## config.mk

```make
export PLATFORM = sky130hd
export DESIGN_NAME = attempt_driver
export DESIGN_NICKNAME = d
export VERILOG_FILES = /design/src/rtl/attempt_driver.sv
export SDC_FILE = /design/constraint.sdc
export NUM_CORES = 1
export LEC_CHECK = 0
export BUFFER_PORTS_ARGS = -buffer_cell sky130_fd_sc_hd__buf_2
export CAP_MARGIN = 5
export CELL_PAD_IN_SITES_DETAIL_PLACEMENT = 0
export CELL_PAD_IN_SITES_GLOBAL_PLACEMENT = 1
export CORE_MARGIN = 8
export CORE_UTILIZATION = 40
export DETAILED_ROUTE_END_ITERATION = 6
export PLACE_DENSITY = 0.8
export SYNTH_ARGS = -nofsm -noshare
export SYNTH_HDL_FRONTEND = slang
export SYNTH_SLANG_ARGS = --single-unit
```

## constraint.sdc

```tcl
create_clock -name clk -period 2.3 [get_ports clk]
set_clock_uncertainty 0.1 [all_clocks]
set_input_delay 0.345 -clock clk [delete_from_list [all_inputs] [get_ports clk]]
set_output_delay 0.345 -clock clk [all_outputs]
set_load 0.05 [all_outputs]
```

## src/rtl/attempt_driver.sv

```systemverilog
// attempt_driver
// Host-side initiator for the byte-attempt / echo exchange. Sweeps a range of
// 8-bit attempt values. Each attempt is sent to a local uart over AXI-stream,
// and the echoed byte is awaited. While waiting, the block counts the cycles in
// which the target's TGR line is high. It keeps the attempt with the longest
// TGR window, and counts echo mismatches and lost echoes.
//
// Ports
//   clk, rst_n                  clock, asynchronous active-low reset
//   start                       one-cycle pulse; accepted only in IDLE or DONE
//   sweep_first, sweep_last     inclusive sweep range, sampled on accepted start
//   tgr                         target trigger line (already in clk domain)
//   m_axis_tdata/tvalid/tready  attempt byte towards uart input stream
//   s_axis_tdata/tvalid/tready  echo byte from uart output stream
//   busy                        high while a sweep is in progress (SEND/WAIT/EVAL)
//   done                        high once the sweep finished, until next start
//   best_attempt, best_len      attempt with the longest TGR window and its length
//   err_count                   echo mismatches + timeouts, saturating at 255
//   timeout_seen                sticky flag for any lost echo during the sweep
module attempt_driver #(
   parameter int TIMEOUT_CYCLES = 65535,
   parameter int TGR_W          = 16
) (
   input  logic             clk,
   input  logic             rst_n,
   input  logic             start,
   input  logic [7:0]       sweep_first,
   input  logic [7:0]       sweep_last,
   input  logic             tgr,
   output logic [7:0]       m_axis_tdata,
   output logic             m_axis_tvalid,
   input  logic             m_axis_tready,
   input  logic [7:0]       s_axis_tdata,
   input  logic             s_axis_tvalid,
   output logic             s_axis_tready,
   output logic             busy,
   output logic             done,
   output logic [7:0]       best_attempt,
   output logic [TGR_W-1:0] best_len,
   output logic [7:0]       err_count,
   output logic             timeout_seen
);

   // Just wide enough to hold TIMEOUT_CYCLES-1, the last WAIT cycle index.
   localparam int TMO_W = $clog2(TIMEOUT_CYCLES);
   localparam logic [TMO_W-1:0] TMO_LAST = TMO_W'(TIMEOUT_CYCLES - 1);

   localparam logic [2:0] S_IDLE = 3'd0;
   localparam logic [2:0] S_SEND = 3'd1;
   localparam logic [2:0] S_WAIT = 3'd2;
   localparam logic [2:0] S_EVAL = 3'd3;
   localparam logic [2:0] S_DONE = 3'd4;

   logic [2:0]       state_reg;
   logic [7:0]       attempt_reg;
   logic [7:0]       last_reg;
   logic [TGR_W-1:0] tgr_cnt_reg;
   logic [TMO_W-1:0] tmo_cnt_reg;
   logic [7:0]       best_attempt_reg;
   logic [TGR_W-1:0] best_len_reg;
   logic [7:0]       err_count_reg;
   logic             timeout_seen_reg;

   function automatic logic [7:0] sat_inc8(input logic [7:0] v);
      return (v == 8'hFF) ? v : v + 8'd1;
   endfunction

   always_ff @(posedge clk or negedge rst_n) begin
      if (!rst_n) begin
         state_reg        <= S_IDLE;
         attempt_reg      <= '0;
         last_reg         <= '0;
         tgr_cnt_reg      <= '0;
         tmo_cnt_reg      <= '0;
         best_attempt_reg <= '0;
         best_len_reg     <= '0;
         err_count_reg    <= '0;
         timeout_seen_reg <= 1'b0;
      end else begin
         case (state_reg)
            S_IDLE, S_DONE: begin
               if (start) begin
                  attempt_reg      <= sweep_first;
                  last_reg         <= sweep_last;
                  best_attempt_reg <= '0;
                  best_len_reg     <= '0;
                  err_count_reg    <= '0;
                  timeout_seen_reg <= 1'b0;
                  state_reg        <= S_SEND;
               end
            end
            S_SEND: begin
               if (m_axis_tready) begin
                  tgr_cnt_reg <= '0;
                  tmo_cnt_reg <= '0;
                  state_reg   <= S_WAIT;
               end
            end
            S_WAIT: begin
               // Counters advance on every WAIT cycle, including the exit cycle.
               tmo_cnt_reg <= tmo_cnt_reg + 1'b1;
               if (tgr && (tgr_cnt_reg != {TGR_W{1'b1}})) begin
                  tgr_cnt_reg <= tgr_cnt_reg + 1'b1;
               end
               // An echo arriving on the final cycle takes priority over the timeout.
               if (s_axis_tvalid) begin
                  if (s_axis_tdata != attempt_reg) begin
                     err_count_reg <= sat_inc8(err_count_reg);
                  end
                  state_reg <= S_EVAL;
               end else if (tmo_cnt_reg == TMO_LAST) begin
                  timeout_seen_reg <= 1'b1;
                  err_count_reg    <= sat_inc8(err_count_reg);
                  state_reg        <= S_EVAL;
               end
            end
            S_EVAL: begin
               // Strict compare: on ties the earlier attempt is kept.
               if (tgr_cnt_reg > best_len_reg) begin
                  best_len_reg     <= tgr_cnt_reg;
                  best_attempt_reg <= attempt_reg;
               end
               if (attempt_reg == last_reg) begin
                  state_reg <= S_DONE;
               end else begin
                  attempt_reg <= attempt_reg + 8'd1;   // wraps 255 -> 0
                  state_reg   <= S_SEND;
               end
            end
            default: state_reg <= S_IDLE;
         endcase
      end
   end

   // Handshake and status outputs are decoded from state, so an asynchronous
   // reset drops m_axis_tvalid immediately.
   assign m_axis_tvalid = (state_reg == S_SEND);
   assign s_axis_tready = (state_reg == S_WAIT);
   assign busy          = (state_reg == S_SEND) || (state_reg == S_WAIT) || (state_reg == S_EVAL);
   assign done          = (state_reg == S_DONE);
   assign m_axis_tdata  = attempt_reg;
   assign best_attempt  = best_attempt_reg;
   assign best_len      = best_len_reg;
   assign err_count     = err_count_reg;
   assign timeout_seen  = timeout_seen_reg;

endmodule

```

==> run summary <==
=========================================================================================
Result of the run                                                            finished with violations
EDFF count, synth                                                                       0
Data arrival time of the critical path                                            2.57 ns
Area of the die                                                                15800 um^2
Most common flop cell mapped by yosys                                             dfrtp_1
Post-route DRC                                                                          0
Number of port buffers                                                                 74
Clk Tree Root Cell                                                              clkbuf_16
Detailed-route wire length                                                       13200 um
NumNets Final                                                                         668
Clock slew at the register clock pins of the worst setup and hold paths           0.06 ns
Number of antenna violations at the first check in global routing                       0
Proportion of register bits with asynchronous set or reset after synthesis           1.00
Portion of the post-synthesis area used by sequential elements                      0.437
Number of pins exceeding their max-slew limit in the final report                       0
Clock tree from TritonCTS                                                            done
Final setup slack of the worst path                                             -0.153 ns
Fraction of final layout cells with drive strength greater than 1                   0.325
Type of origin of the critical path                                                  flop
Area after DPL                                                                  5730 um^2
Global-route wire length before repair                                           22100 um
Fill cells                                                                           1090
Sum of net half-perimeters after detailed placement                               9640 um
Wirelength per Cell                                                               17.2 um
Final GP Congestion                                                                 0.810
Number of CTS-inserted buffers                                                          9
Vias                                                                                 4279
Skew-Pair Late Insertion Delay                                                    0.33 ns
Metal3 WL                                                                          582 um
Count of cell types in the netlist                                                     60
Effective utilization at floorplan                                                  0.406
Synthesized instance count                                                            494
Violations in the final reports                                              setup timing
Peak supply drop                                                               0.000445 V
P_leak                                                                            2.89 nW
Die height                                                                         126 um
Std-Cell Core Area                                                             11900 um^2
Pre-antenna DRT Iters                                                                   5
Worst Setup Path Type                                                        flop to flop
Compound-cell area share of the yosys netlist                                       0.193
Post-synthesis xor/xnor area fraction                                              0.0364
Most frequent standard cell in the layout excluding fill and tap cells              buf_2
Top sig layer                                                                        met4
Capturing element type of the critical path                                          flop
Highest-count cells in the layout ignoring fill and taps                     buf_2, dfrtp_1, buf_4
Type of the worst min-delay path                                             input pin to flop
Required time of the critical path                                                2.42 ns
Number of buffers between clock root and the deepest sink                               2
Total nets after synthesis                                                            545
#FFs+latches synth                                                                     84
Total routing resource utilization after global routing                             0.170
Metal1 wirelength                                                                 6030 um
Unrepaired setup endpoints after global routing                                      true
Post-placement cell count                                                             745
Mapped Avg Cell Area                                                            9.74 um^2
Clk sink count                                                                         84
Area of the mapped netlist                                                      4810 um^2
Shortest clock period the worst path allows after layout                          2.45 ns
Post-synthesis share of cell area spent on and, or, nand and nor gates              0.192
Number of DRC markers after the initial detailed-route iteration                      252
Count of non-filler cells in the finished layout                                      769
Met2 Wirelength                                                                   6430 um
Area added between synthesis and finish                                             28.2%
Worst slew pin tran                                                              0.708 ns
Number of maximum-capacitance violations                                                0
Fraction of the mapped netlist area in adder cells                                 0.0546
Max-slew headroom                                                                   0.528
Global route overflow                                                                   0
Average vias per placed instance                                                     5.56
Via count of the first global-routing pass                                           4375
H-tree lvl count                                                                        3
Setup tns final                                                                  -3.32 ns
Die Span X                                                                         126 um
Multiplexer fraction of the synthesized cell area                                  0.0356
Critical path peak fanout                                                               6
Setup violation total in the final timing report                                       24
Final cell area excluding filler cells                                          6170 um^2
Top Ports                                                                              75
Placement Rows                                                                         40
ANT cells                                                                               0
Largest net degree at the start of global routing                                      58
Pwr dens                                                                     1060 nW/um^2
Combinational family with the most area after synthesis                      compound AO/OA/AOI/OAI gates
Final hold viol count                                                                   0
Fin crit share                                                                       1.07
Yosys warning total                                                                     0
Final ANT Viol Nets                                                                     0
Maximum achievable frequency                                                      408 MHz
=========================================================================================
[synthesized netlist by cell type (2+ instances only)]
library cell	count	area [um^2]
xnor2_1	18	158
nor3_2	2	20.0
a41o_1	2	20.0
o21a_1	3	22.5
and3_1	11	68.8
nand4_1	19	119
a21boi_0	2	15.0
mux2i_1	7	70.1
o21ai_0	28	140
or3b_2	2	17.5
o22a_1	4	35.0
a21oi_1	26	130
nor4b_1	2	17.5
and4_1	5	43.8
nor2_1	26	97.6
a21o_1	3	22.5
xor2_1	2	17.5
nand2_1	37	139
nand3_1	26	130
ha_1	21	263
a22o_2	4	40.0
clkbuf_1	14	52.6
dfrtp_1	84	2100
nand4b_1	2	17.5
or4_1	7	52.6
buf_2	6	30.0
inv_1	29	109
o31ai_1	10	75.1
nor3_1	6	30.0
nor4_1	4	25.0
nor2b_1	3	18.8
buf_6	4	45.0
a211o_1	2	17.5
a31oi_1	7	43.8
o221ai_1	2	17.5
nand2b_1	5	31.3
a22o_1	20	175
o31a_1	2	17.5
and2_1	5	31.3
mux2_2	9	101
o211ai_1	4	30.0
[area by class of cell]
cell class                 count  area [um^2]  share of cell area
sequential                    84         2120               0.343
clock buffer                  13          280              0.0454
inverter                      30          113              0.0183
multi-input combinational    358         2580               0.419
clock inverter                 3         42.5             0.00690
tap                          147          184              0.0298
timing repair buffer         134          848               0.138
[metal layers]
metal / vias up / GRT usage
li1: 2083 / -
met1: 2093 / 0.214
met2: 89 / 0.287
met3: 14 / 0.0392
met4: 0 / 0.0451
met5: - / 0
[timing repair]
action / 4_1_cts / 5_1_grt
cloned: 3 / 0
setup endpoints to repair: 24 / 29
gates resized for setup: 3 / 6
hold buffers: 1 / 0
endpoints found under the hold margin: 27 / 0
buffers inserted: 2 / 2
pin swaps: 13 / 3
[kinds of logic after synthesis]
logic type,count (synthesis)
AO/OA/AOI/OAI,130
XOR/XNOR,20
adder cells (fa/ha/maj),21
buffers and inverters,55
flip-flops,84
multiplexers,16
AND/OR/NAND/NOR,168
[where the power goes]
group          leakage [nW]  switching (mW)  internal, mW
Combinational          1.63            1.85          1.07
Sequential             1.10           0.365          1.76
Clock                 0.158           0.568         0.958
[critical path: stages (launching register included)]
cell and delay [ns]:
dfrtp_1 0.41, ha_4 0.28, nand4_1 0.14, or4_4 0.57, a21o_4 0.23, a311o_2 0.40
a22o_1 0.21
[path summary, 6_finish.rpt]
path / start / to / slack [ns] / cells after the start
worst max-delay path: tgr_cnt_reg[11]$_DFFE_PN0P_ / best_len[15]$_DFFE_PN0P_ / -0.15 / 6
worst min-delay path: sweep_last[6] / last_reg[6]$_DFFE_PN0P_ / 0.14 / 2
worst max register to register: tgr_cnt_reg[11]$_DFFE_PN0P_ / best_len[15]$_DFFE_PN0P_ / -0.15 / 6
worst min register to register: timeout_seen$_DFFE_PN0P_ / timeout_seen$_DFFE_PN0P_ / 0.37 / 2
max in group asynchronous: rst_n / state_reg[1]$_DFFE_PN0P_ / 1.09 / 3
min in group asynchronous: rst_n / best_attempt[1]$_DFFE_PN0P_ / 0.37 / 2
[stage by stage]
step / hold slack [ns] / util / setup slack, ns / power [mW]
global route: 0.145 / 0.520 / -0.200 / 6.93
CTS: 0.138 / 0.518 / -0.180 / 6.57
global placement: 0.186 / 0.483 / -0.174 / 4.86
finish: 0.144 / 0.520 / -0.153 / 6.56
detailed placement: 0.185 / 0.483 / -0.219 / 4.92
floorplan: -0.0506 / - / -0.286 / 4.15
(Power assumes the default switching activity.)
